`src/rtl/approx_mult_err_sweeper_if.sv`:
```
// approx_mult_err_sweeper_if
// Bundles the control, multiplier and register-read signals of the
// approximate-multiplier error sweeper.
//
// Handshake: start is a level request that is only looked at while the
// sweeper is idle or finished. busy rises on the edge that accepts start and
// stays high until the last pair has been accumulated. done pulses for
// exactly one cycle on the edge where busy falls. A start seen while busy is
// dropped; there is no queueing. mult_a/mult_b are registered operands and
// mult_p must be a purely combinational function of them. rd_addr is sampled
// every edge, and rd_data shows the selected register one cycle later.
interface approx_mult_err_sweeper_if #(
    parameter int WIDTH = 8,
    parameter int CNT_W = 16
);
    logic                 start;
    logic                 busy;
    logic                 done;
    logic [WIDTH-1:0]     mult_a;
    logic [WIDTH-1:0]     mult_b;
    logic [2*WIDTH-2:0]   mult_p;
    logic [4:0]           rd_addr;
    logic [CNT_W-1:0]     rd_data;
    logic [1:0]           state_dbg;

    // Sweeper side: drives operands, status and read data.
    modport master (
        input  start,
        input  mult_p,
        input  rd_addr,
        output busy,
        output done,
        output mult_a,
        output mult_b,
        output rd_data,
        output state_dbg
    );

    // Environment side: multiplier under test plus the register reader.
    modport slave (
        output start,
        output mult_p,
        output rd_addr,
        input  busy,
        input  done,
        input  mult_a,
        input  mult_b,
        input  rd_data,
        input  state_dbg
    );
endinterface

```
`src/rtl/approx_mult_err_sweeper.sv`:
```
// approx_mult_err_sweeper
// Sweeps every operand pair 1 <= b <= a <= 2^WIDTH-1 through an external
// combinational approximate multiplier at one pair per clock. For each product
// bit it counts how often the approximate product differs from the exact one.
// Optional macro ABS_ERR_ACC_EN adds a maximum absolute error register that is
// readable at rd_addr 25. WIDTH must stay <= 12 so that the bit counters
// (addresses 0..2*WIDTH-1) do not overlap addresses 24/25.
module approx_mult_err_sweeper #(
    parameter int WIDTH = 8,
    parameter int CNT_W = 16
) (
    input logic clk,
    input logic rst_n,
    approx_mult_err_sweeper_if.master bus
);
    localparam int               PW        = 2 * WIDTH;
    localparam logic [WIDTH-1:0] OP_MAX    = '1;
    localparam logic [CNT_W-1:0] CNT_MAX   = '1;
    localparam logic [4:0]       ADDR_PAIR = 5'd24;

    typedef enum logic [1:0] {
        IDLE = 2'd0,
        RUN  = 2'd1,
        DONE = 2'd2
    } state_t;

    state_t           state;
    state_t           state_nxt;
    logic             start_sweep;
    logic             issue;
    logic             accum;
    logic             first;       // next issue is the first pair (1,1)
    logic             issued_all;  // last pair has been put on the operands
    logic             cmp_vld;     // operands hold a pair not yet accumulated
    logic             done_q;
    logic [WIDTH-1:0] a_q;
    logic [WIDTH-1:0] b_q;
    logic [WIDTH-1:0] nxt_a;
    logic [WIDTH-1:0] nxt_b;
    logic [PW-1:0]    exact;
    logic [PW-1:0]    prod;
    logic [PW-1:0]    diff;
    logic [CNT_W-1:0] err_cnt [PW];
    logic [CNT_W-1:0] pair_cnt;
    logic [CNT_W-1:0] rd_q;
    logic [CNT_W-1:0] rd_nxt;

    assign bus.busy      = (state == RUN);
    assign bus.done      = done_q;
    assign bus.mult_a    = a_q;
    assign bus.mult_b    = b_q;
    assign bus.rd_data   = rd_q;
    assign bus.state_dbg = state;

    assign issue = (state == RUN) && !issued_all;
    assign accum = (state == RUN) && cmp_vld;

    // The multiplier output is one bit short of the exact product, so its MSB is 0.
    assign exact = PW'(a_q) * PW'(b_q);
    assign prod  = {1'b0, bus.mult_p};
    assign diff  = exact ^ prod;

    // State register.
    always_ff @(posedge clk or negedge rst_n) begin
        if (!rst_n) state <= IDLE;
        else        state <= state_nxt;
    end

    // Next-state logic: start is honoured only from IDLE/DONE; RUN ends on the last accumulate.
    always_comb begin
        state_nxt   = state;
        start_sweep = 1'b0;
        case (state)
            IDLE, DONE: begin
                if (bus.start) begin
                    state_nxt   = RUN;
                    start_sweep = 1'b1;
                end
            end
            RUN: begin
                if (issued_all && cmp_vld) state_nxt = DONE;
            end
            default: state_nxt = IDLE;
        endcase
    end

    // Next operand pair in (a ascending, b = 1..a) order.
    always_comb begin
        nxt_a = a_q;
        nxt_b = b_q;
        if (first) begin
            nxt_a = WIDTH'(1);
            nxt_b = WIDTH'(1);
        end else if (b_q < a_q) begin
            nxt_b = b_q + WIDTH'(1);
        end else begin
            nxt_a = a_q + WIDTH'(1);
            nxt_b = WIDTH'(1);
        end
    end

    // Operand issue: the start cycle primes; the pairs follow, one per cycle.
    always_ff @(posedge clk or negedge rst_n) begin
        if (!rst_n) begin
            a_q        <= '0;
            b_q        <= '0;
            first      <= 1'b0;
            issued_all <= 1'b0;
            cmp_vld    <= 1'b0;
        end else if (start_sweep) begin
            first      <= 1'b1;
            issued_all <= 1'b0;
            cmp_vld    <= 1'b0;
        end else if (issue) begin
            a_q        <= nxt_a;
            b_q        <= nxt_b;
            first      <= 1'b0;
            cmp_vld    <= 1'b1;
            issued_all <= (nxt_a == OP_MAX) && (nxt_b == OP_MAX);
        end else begin
            cmp_vld    <= 1'b0;
        end
    end

    // Done pulse on the edge that performs the final accumulate.
    always_ff @(posedge clk or negedge rst_n) begin
        if (!rst_n) done_q <= 1'b0;
        else        done_q <= (state == RUN) && (state_nxt == DONE);
    end

    // Saturating per-bit mismatch counters and pair counter.
    always_ff @(posedge clk or negedge rst_n) begin
        if (!rst_n) begin
            for (int i = 0; i < PW; i++) err_cnt[i] <= '0;
            pair_cnt <= '0;
        end else if (start_sweep) begin
            for (int i = 0; i < PW; i++) err_cnt[i] <= '0;
            pair_cnt <= '0;
        end else if (accum) begin
            for (int i = 0; i < PW; i++) begin
                if (diff[i] && (err_cnt[i] != CNT_MAX)) err_cnt[i] <= err_cnt[i] + CNT_W'(1);
            end
            if (pair_cnt != CNT_MAX) pair_cnt <= pair_cnt + CNT_W'(1);
        end
    end

`ifdef ABS_ERR_ACC_EN
    localparam logic [4:0] ADDR_MAXERR = 5'd25;

    logic [PW-1:0]    max_err;
    logic [PW-1:0]    abs_err;
    logic [CNT_W-1:0] max_err_rd;

    assign abs_err = (exact >= prod) ? (exact - prod) : (prod - exact);

    // The register is PW bits wide; the read port zero-extends or truncates it.
    if (CNT_W >= PW) begin : g_max_ext
        assign max_err_rd = CNT_W'(max_err);
    end else begin : g_max_trunc
        assign max_err_rd = max_err[CNT_W-1:0];
    end

    // Running maximum of |exact - prod| over the sweep.
    always_ff @(posedge clk or negedge rst_n) begin
        if (!rst_n)                          max_err <= '0;
        else if (start_sweep)                max_err <= '0;
        else if (accum && abs_err > max_err) max_err <= abs_err;
    end
`endif

    // Read mux; unmapped addresses return 0.
    always_comb begin
        rd_nxt = '0;
        for (int i = 0; i < PW; i++) begin
            if (bus.rd_addr == 5'(i)) rd_nxt = err_cnt[i];
        end
        if (bus.rd_addr == ADDR_PAIR) rd_nxt = pair_cnt;
`ifdef ABS_ERR_ACC_EN
        if (bus.rd_addr == ADDR_MAXERR) rd_nxt = max_err_rd;
`endif
    end

    // Registered read data: one cycle of read latency.
    always_ff @(posedge clk or negedge rst_n) begin
        if (!rst_n) rd_q <= '0;
        else        rd_q <= rd_nxt;
    end
endmodule

```
`src/flat_wrapper.sv`:
```
// flat-port wrapper written by rule: the top's interface ports become plain ports
module approx_mult_err_sweeper_flat 
#(
    parameter int WIDTH = 8,
    parameter int CNT_W = 16
)
  (clk, rst_n, bus_start, bus_mult_p, bus_rd_addr, bus_busy, bus_done, bus_mult_a, bus_mult_b, bus_rd_data, bus_state_dbg);
  approx_mult_err_sweeper_if #(.WIDTH(WIDTH), .CNT_W(CNT_W)) bus_i ();
  input logic clk;
  input logic rst_n;
  input wire logic [$bits(bus_i.start)-1:0] bus_start;
  input wire logic [$bits(bus_i.mult_p)-1:0] bus_mult_p;
  input wire logic [$bits(bus_i.rd_addr)-1:0] bus_rd_addr;
  output wire logic [$bits(bus_i.busy)-1:0] bus_busy;
  output wire logic [$bits(bus_i.done)-1:0] bus_done;
  output wire logic [$bits(bus_i.mult_a)-1:0] bus_mult_a;
  output wire logic [$bits(bus_i.mult_b)-1:0] bus_mult_b;
  output wire logic [$bits(bus_i.rd_data)-1:0] bus_rd_data;
  output wire logic [$bits(bus_i.state_dbg)-1:0] bus_state_dbg;
  assign bus_i.start = bus_start;
  assign bus_i.mult_p = bus_mult_p;
  assign bus_i.rd_addr = bus_rd_addr;
  assign bus_busy = bus_i.busy;
  assign bus_done = bus_i.done;
  assign bus_mult_a = bus_i.mult_a;
  assign bus_mult_b = bus_i.mult_b;
  assign bus_rd_data = bus_i.rd_data;
  assign bus_state_dbg = bus_i.state_dbg;
  approx_mult_err_sweeper #(.WIDTH(WIDTH), .CNT_W(CNT_W)) u_core (.clk(clk), .rst_n(rst_n), .bus(bus_i));
endmodule
```
`config.mk`:
```
export PLATFORM = sky130hd
export DESIGN_NAME = approx_mult_err_sweeper_flat
export DESIGN_NICKNAME = d
export VERILOG_FILES = /design/src/rtl/approx_mult_err_sweeper_if.sv /design/src/rtl/approx_mult_err_sweeper.sv /design/src/flat_wrapper.sv
export SDC_FILE = /design/constraint.sdc
export NUM_CORES = 1
export LEC_CHECK = 0
export BUFFER_PORTS_ARGS = -buffer_cell sky130_fd_sc_hd__buf_2
export CORE_ASPECT_RATIO = 0.8
export CORE_UTILIZATION = 35
export DETAILED_ROUTE_END_ITERATION = 16
export PLACE_DENSITY = 0.59
export SYNTH_ARGS = -nofsm -noshare
export SYNTH_HDL_FRONTEND = slang
export SYNTH_SLANG_ARGS = --single-unit
```
`constraint.sdc`:
```
create_clock -name clk -period 13.3 [get_ports clk]
set_input_delay 1.995 -clock clk [delete_from_list [all_inputs] [get_ports clk]]
set_output_delay 1.995 -clock clk [all_outputs]
set_load 0.01 [all_outputs]
```
# Yosys cells after proc, flatten, opt, wreduce, memory -nomap -nowiden
# Index checks and enable logic that the tools add are counted.
[word_totals]
out_inout_bits = 36
wordCells = 201
register_bits = 310
input_bits = 23
[classes]
mux = 53
bitwise_logic = 2
n_reduce_logical = 62
n_addsub = 19
magnitude_cmp = 1
n_eq_ne = 38
mul = 1
[op_table]
columns = ["cell", "n"]
rows = [
  ["$mux 16", 36],
  ["$mux 256", 2],
  ["$add 16x1->16 const B", 17],
  ["$ne 16x16->1 const B", 17],
  ["$eq 5x4->1 const B", 8],
  ["$reduce_bool 2->1", 19],
  ["$reduce_and 2->1", 18],
  ["$mux 8", 4],
  ["$logic_and 1x1->1", 21],
  ["$eq 5x3->1 const B", 4],
  ["$add 8x1->8 const B", 2],
  ["$eq 8x8->1 const B", 2],
  ["$mul 8x8->16", 1],
  ["$xor 16x15->16", 1],
  ["$eq 5x2->1 const B", 2],
  ["$lt 8x8->1", 1],
  ["$mux 1", 8],
  ["$eq 5x1->1 const B", 1],
  ["$eq 5x5->1 const B", 1],
  ["$logic_not 5->1", 1],
  ["$eq 2x2->1 const B", 2],
  ["$mux 2", 2],
  ["$pmux 2 s2", 1],
  ["$eq 2x1->1 const B", 1],
  ["4 further kinds", 4],
]

# Longest topological paths before layout
[logic_depth]
depth_word = 18
mapped_depth = 20
ltp_nobuf = 17

# Worst setup path before layout
# Ideal clock, no wire load.
[synth_path]
kind = "flip-flop to flip-flop"
startpoint = "register u_core.b_q[5], in the netlist u_core.bus.mult_b[5]"
endpoint = "register u_core.err_cnt[119] (netlist bit)"
setup_slack_ns = 8.139
stages_incl_launch_ff = 19
path_buffers = 2
t_arrival_ns = 5.021
period_less_slack_ns = 5.161
setup_ns = 0.140
t_required_ns = 13.160
path_cell_list = "dfrtp_1 clkbuf_1 nand2_1 fa_1 fa_1 inv_1 fa_1 inv_1 fa_1 inv_1 ha_1 and2_1 o21a_1 a31o_2 nor3_2 nand3_1 clkbuf_1 o311ai_0 o41ai_1"
[synth_via]
elab_chain_cells = 5
[synth_lines]
columns = ["element", "line", "text"]
rows = [
  ["from (decl)", "approx_mult_err_sweeper.sv:37", "logic [WIDTH-1:0] b_q;"],
  ["from (signal assigned)", "approx_mult_err_sweeper.sv:116", "b_q <= nxt_b;"],
  ["$mul 8x8->16", "approx_mult_err_sweeper.sv:59", "assign exact = PW'(a_q) * PW'(b_q);"],
  ["$xor 16x15->16", "approx_mult_err_sweeper.sv:61", "assign diff = exact ^ prod;"],
  ["$logic_and 1x1->1", "approx_mult_err_sweeper.sv:141", "if (diff[i] && (err_cnt[i] != CNT_MAX)) err_cnt[i] <= err_cnt[i] + CNT_W'(1);"],
  ["$reduce_bool 2->1 (no source line)", "-", ""],
  ["$reduce_and 2->1 (no source line)", "-", ""],
  ["to (decl)", "approx_mult_err_sweeper.sv:43", "logic [CNT_W-1:0] err_cnt [PW];"],
]
# No other way between the ends.
# A chain may end at the register's enable or synchronous reset.

# Final worst setup path
# Ends and elaborated chain as after synthesis.

==> out/qor.yml <==
sta:
  setup_viol: 0
  period_needed_ps: 5840
  drv_slew: 0
  max-slew-margin-rel: 0.222
  setup_tns_ps: 0
  fin_skew_ps: 34.1
  max_freq_mhz: 171
  hold_viol: 0
  tightest_slew_ps: 1160
  holdWs_ps: 552
  fin_crit_sh: 0.439
  finalWorstSetupSlack_ps: 7460
  rsz0062_at_grt: "no"
cts:
  holdBufCountCts: 0
  cts_buffers: 37
  cts.sinks: 310
  cts_tree: "yes"
  post_cts_resized: 0
  cts_buffer_depth: 3
  clk_pin_slew_ps: 60
  clk_latency_ps: 570
  root_buffer: "clkbuf_16"
  postCtsSetupBuffers: 0
  htree_levels: 2
power_and_ir_drop:
  p_comb_frac: 0.186
  p_leak_nw: 9.89
  p_int_w: 0.00190
  cellPowerDensity_mw_per_mm2: 130
  report.power.total_w: 0.00294
  max-vdd-ir-drop_v: 0.0000990
  p_seq_frac: 0.480
  clock_power_share: 0.334
  power.switching_w: 0.00104
  netSwitchingFraction: 0.354
synthesis:
  synth-edff-count: 0
  synth_mux_area_frac: 0.0344
  syn_area_per_cell_um2: 8.80
  synth_cells: 2336
  synth_top_family_by_area: "simple AND/OR/NAND/NOR gates"
  synth_top_area_cell: "dfrtp_1"
  yosysUniqueCellTypes: 82
  synth_top_area_frac: 0.377
  synth_compound_area_frac: 0.144
  ys_seq_area_frac: 0.377
  synth-warning-count: 0
  async_flop_share: 1.00
  synthTopCellsByArea: "dfrtp_1 (38%), nor2_1 (5.3%), xor2_1 (4.7%)"
  synth_xor_area_frac: 0.0865
  synth-simple-area-share: 0.241
  synth_seq_cells: 310
  synth_area_mm2: 0.0206
  syn_nets: 2464
  synth_flop_cell: "dfrtp_1"
  synth_fa_ha_area_frac: 0.0770
placement:
  place_hpwl_mm: 47.3
  numPlacedInstances: 3061
  routabilityCongestion: 0.954
  pre_cts_ws_ps: 7540
  port_buffers: 58
route:
  vias: 18200
  drt_iter0_drc: 2057
  drtPass1Iterations: 6
  wl_per_cell_um: 21.1
  postRouteAntennaNets: 0
  finalWirelength_mm: 65.8
  remaining_drc_errors: 0
  vias_per_cell: 5.83
run_status:
  outcome: "complete, no violations"
worst_hold_path:
  hold_path_class: "flip-flop to flip-flop"
  worstHoldStart: "u_core.bus.state_dbg[1]$_DFF_PN0_"
critical_path:
  cp.arrival_ps: 6260
  cp_top_family: "adder cells"
  r2r_slack_ps: 7460
  path_cells: "nand2_1 > fa_1 > fa_1 > inv_1 > fa_1 > inv_1 > fa_1 > inv_1 > ha_1 > and2_1 > o21a_1 > a31o_2 > nor3_2 > nand3_1 > o311ai_0 > o41ai_1"
  worstSetupPathType: "flip-flop to flip-flop"
  cpPeakStageDelay_ps: 710
  cp_max_fo: 18
  r2r_cells: 16
  critical_path_required_ps: 13720
  r2r_end: "u_core.err_cnt[119]$_DFFE_PN0P_"
  endpoint: "u_core.err_cnt[119]$_DFFE_PN0P_"
  worstReg2RegStart: "u_core.bus.mult_b[5]$_DFFE_PN0P_"
  start_kind: "flip-flop"
  slowest_stage: "dfrtp_1"
  cp_common_cell: "fa_1"
  cp_num_buf_inv: 3
  end_kind: "flip-flop"
  crit_cells: 16
  critPathLaunch: "u_core.bus.mult_b[5]$_DFFE_PN0P_"
final_layout:
  drive_gt1_frac: 0.0711
  layout.cells.non_filler: 3118
  area_growth_pct: 10.1
  nets: 2459
  fillerInstances: 5903
  num_antenna_cells: 0
global_route:
  grt_usage: 0.223
  grt_pass1_vias: 17300
  grt_overflow: 0
  grt_antenna_before_repair: 1
  grt_max_degree: 96
  grt_pass1_wl_mm: 104
floorplanning:
  dieHeight_um: 219
  die_area_mm2: 0.0597
  die_w_um: 273
  start_util: 0.354
  rows: 79
  core_mm2: 0.0581
  io_pins: 59
job:
  max_cap_violations: 0
[kinds of logic (layout without fill, tap and decap cells)]
group	Yosys count	in the layout
flip-flops	310	310
XOR/XNOR	203	203
adder cells (fa/ha/maj)	105	105
AO/OA/AOI/OAI	446	446
buffers and inverters	218	231
AND/OR/NAND/NOR	991	991
multiplexers	63	63
[layout by cell type, fill, tap and decap left out, types with 31 or more instances in the layout]
cell type  instances
ha_1              69
inv_1             95
fa_1              36
and2_1            56
and3_1            46
dfrtp_1          310
nor3_1            42
xor2_1           111
buf_2             56
a21oi_1          110
nand4_1           76
nand2_1          178
or3_1             31
nand3_1          134
mux2i_1           45
nor2_1           288
o21ai_0          106
clkbuf_16         37
nor4_1            32
xnor2_1           92
[through the flow]
stage / instance area, µm² / util
after global placement: 21500 / 0.370
after detailed placement: 21500 / 0.370
after CTS: 22600 / 0.389
after floorplan: 20600 / -
after global routing: 22600 / 0.389
final: 22600 / 0.389
[registers in the layout (all words and copies together), names as in the netlist]
name                  cells
u_core.bus.state_dbg      2
u_core.bus.mult_b         8
u_core.pair_cnt          16
u_core.bus.mult_a         8
u_core.bus.rd_data       16
u_core.first              1
u_core.err_cnt          256
u_core.issued_all         1
u_core.bus.done           1
u_core.cmp_vld            1
[final cells by class]
class,instances,area (µm²),share of cell area
Sequential cell,310,7760,0.343
Timing Repair Buffer,75,430,0.0190
Clock inverter,9,88.8,0.00393
Inverter,99,372,0.0164
Multi-Input combinational cell,1808,12000,0.530
Tap cell,769,962,0.0425
Clock buffer,48,1030,0.0454
[worst min path at each step]
| stage | endpoint | cells past startpoint | slack (ps) |
|---|---|---|---|
| 2_1_floorplan | u_core.err_cnt[132]$_DFFE_PN0P_ | 1 | 480 |
| 3_3_place_gp | u_core.bus.state_dbg[1]$_DFF_PN0_ | 1 | 530 |
| 3_5_place_dp | u_core.bus.state_dbg[1]$_DFF_PN0_ | 1 | 550 |
| 4_1_cts | u_core.err_cnt[109]$_DFFE_PN0P_ | 2 | 560 |
| 5_1_grt | u_core.bus.state_dbg[1]$_DFF_PN0_ | 1 | 570 |
| 6_report | u_core.bus.state_dbg[1]$_DFF_PN0_ | 1 | 550 |
[synth_stat cells, types with 6 or more instances]
cell         n
a2111oi_0    7
a211oi_1    11
a21boi_0     6
a21o_1      11
a21oi_1    110
a221oi_1     8
a222oi_1     7
a22oi_1      9
a31oi_1     13
a32oi_1      7
and2_1      56
and3_1      46
and4_1      28
buf_1       17
buf_2        8
clkbuf_1    93
dfrtp_1    310
fa_1        36
ha_1        69
inv_1       95
mux2_2      12
mux2i_1     46
nand2_1    178
nand2b_1    16
nand3_1    134
nand4_1     76
nor2_1     288
nor2b_1     21
nor3_1      43
nor4_1      32
o211ai_1    20
o21a_1      12
o21ai_0    106
o221ai_1    14
o22ai_1     21
o311ai_0     9
o31ai_1     20
o41ai_1      7
or3_1       31
or4_1       19
xnor2_1     92
xor2_1     111
[power groups by stage]
stage	clock network, W	registers [W]	logic (W)
finish	0.000981	0.00141	0.000547
global route	0.00104	0.00143	0.000620
CTS	0.00100	0.00140	0.000546
detailed placement	0	0.00141	0.000544
global placement	0	0.00140	0.000522
floorplan	0	0.00129	0.000397
[per-layer routing]
layer / GRT usage / wire, µm
met1: 0.351 / 31700
met2: 0.310 / 27000
met3: 0.0350 / 5650
met4: 0.0579 / 1420
met5: 0 / 0
[worst reg2reg max path: cells and delay by family, from the launching register on]
| kind | cells | cell delay (ps) |
|---|---|---|
| compound gates | 4 | 1040 |
| fa+ha+maj | 5 | 2420 |
| buf+inv | 3 | 140 |
| flops | 1 | 710 |
| simple gates | 4 | 1390 |
(Power assumes the default switching activity.)
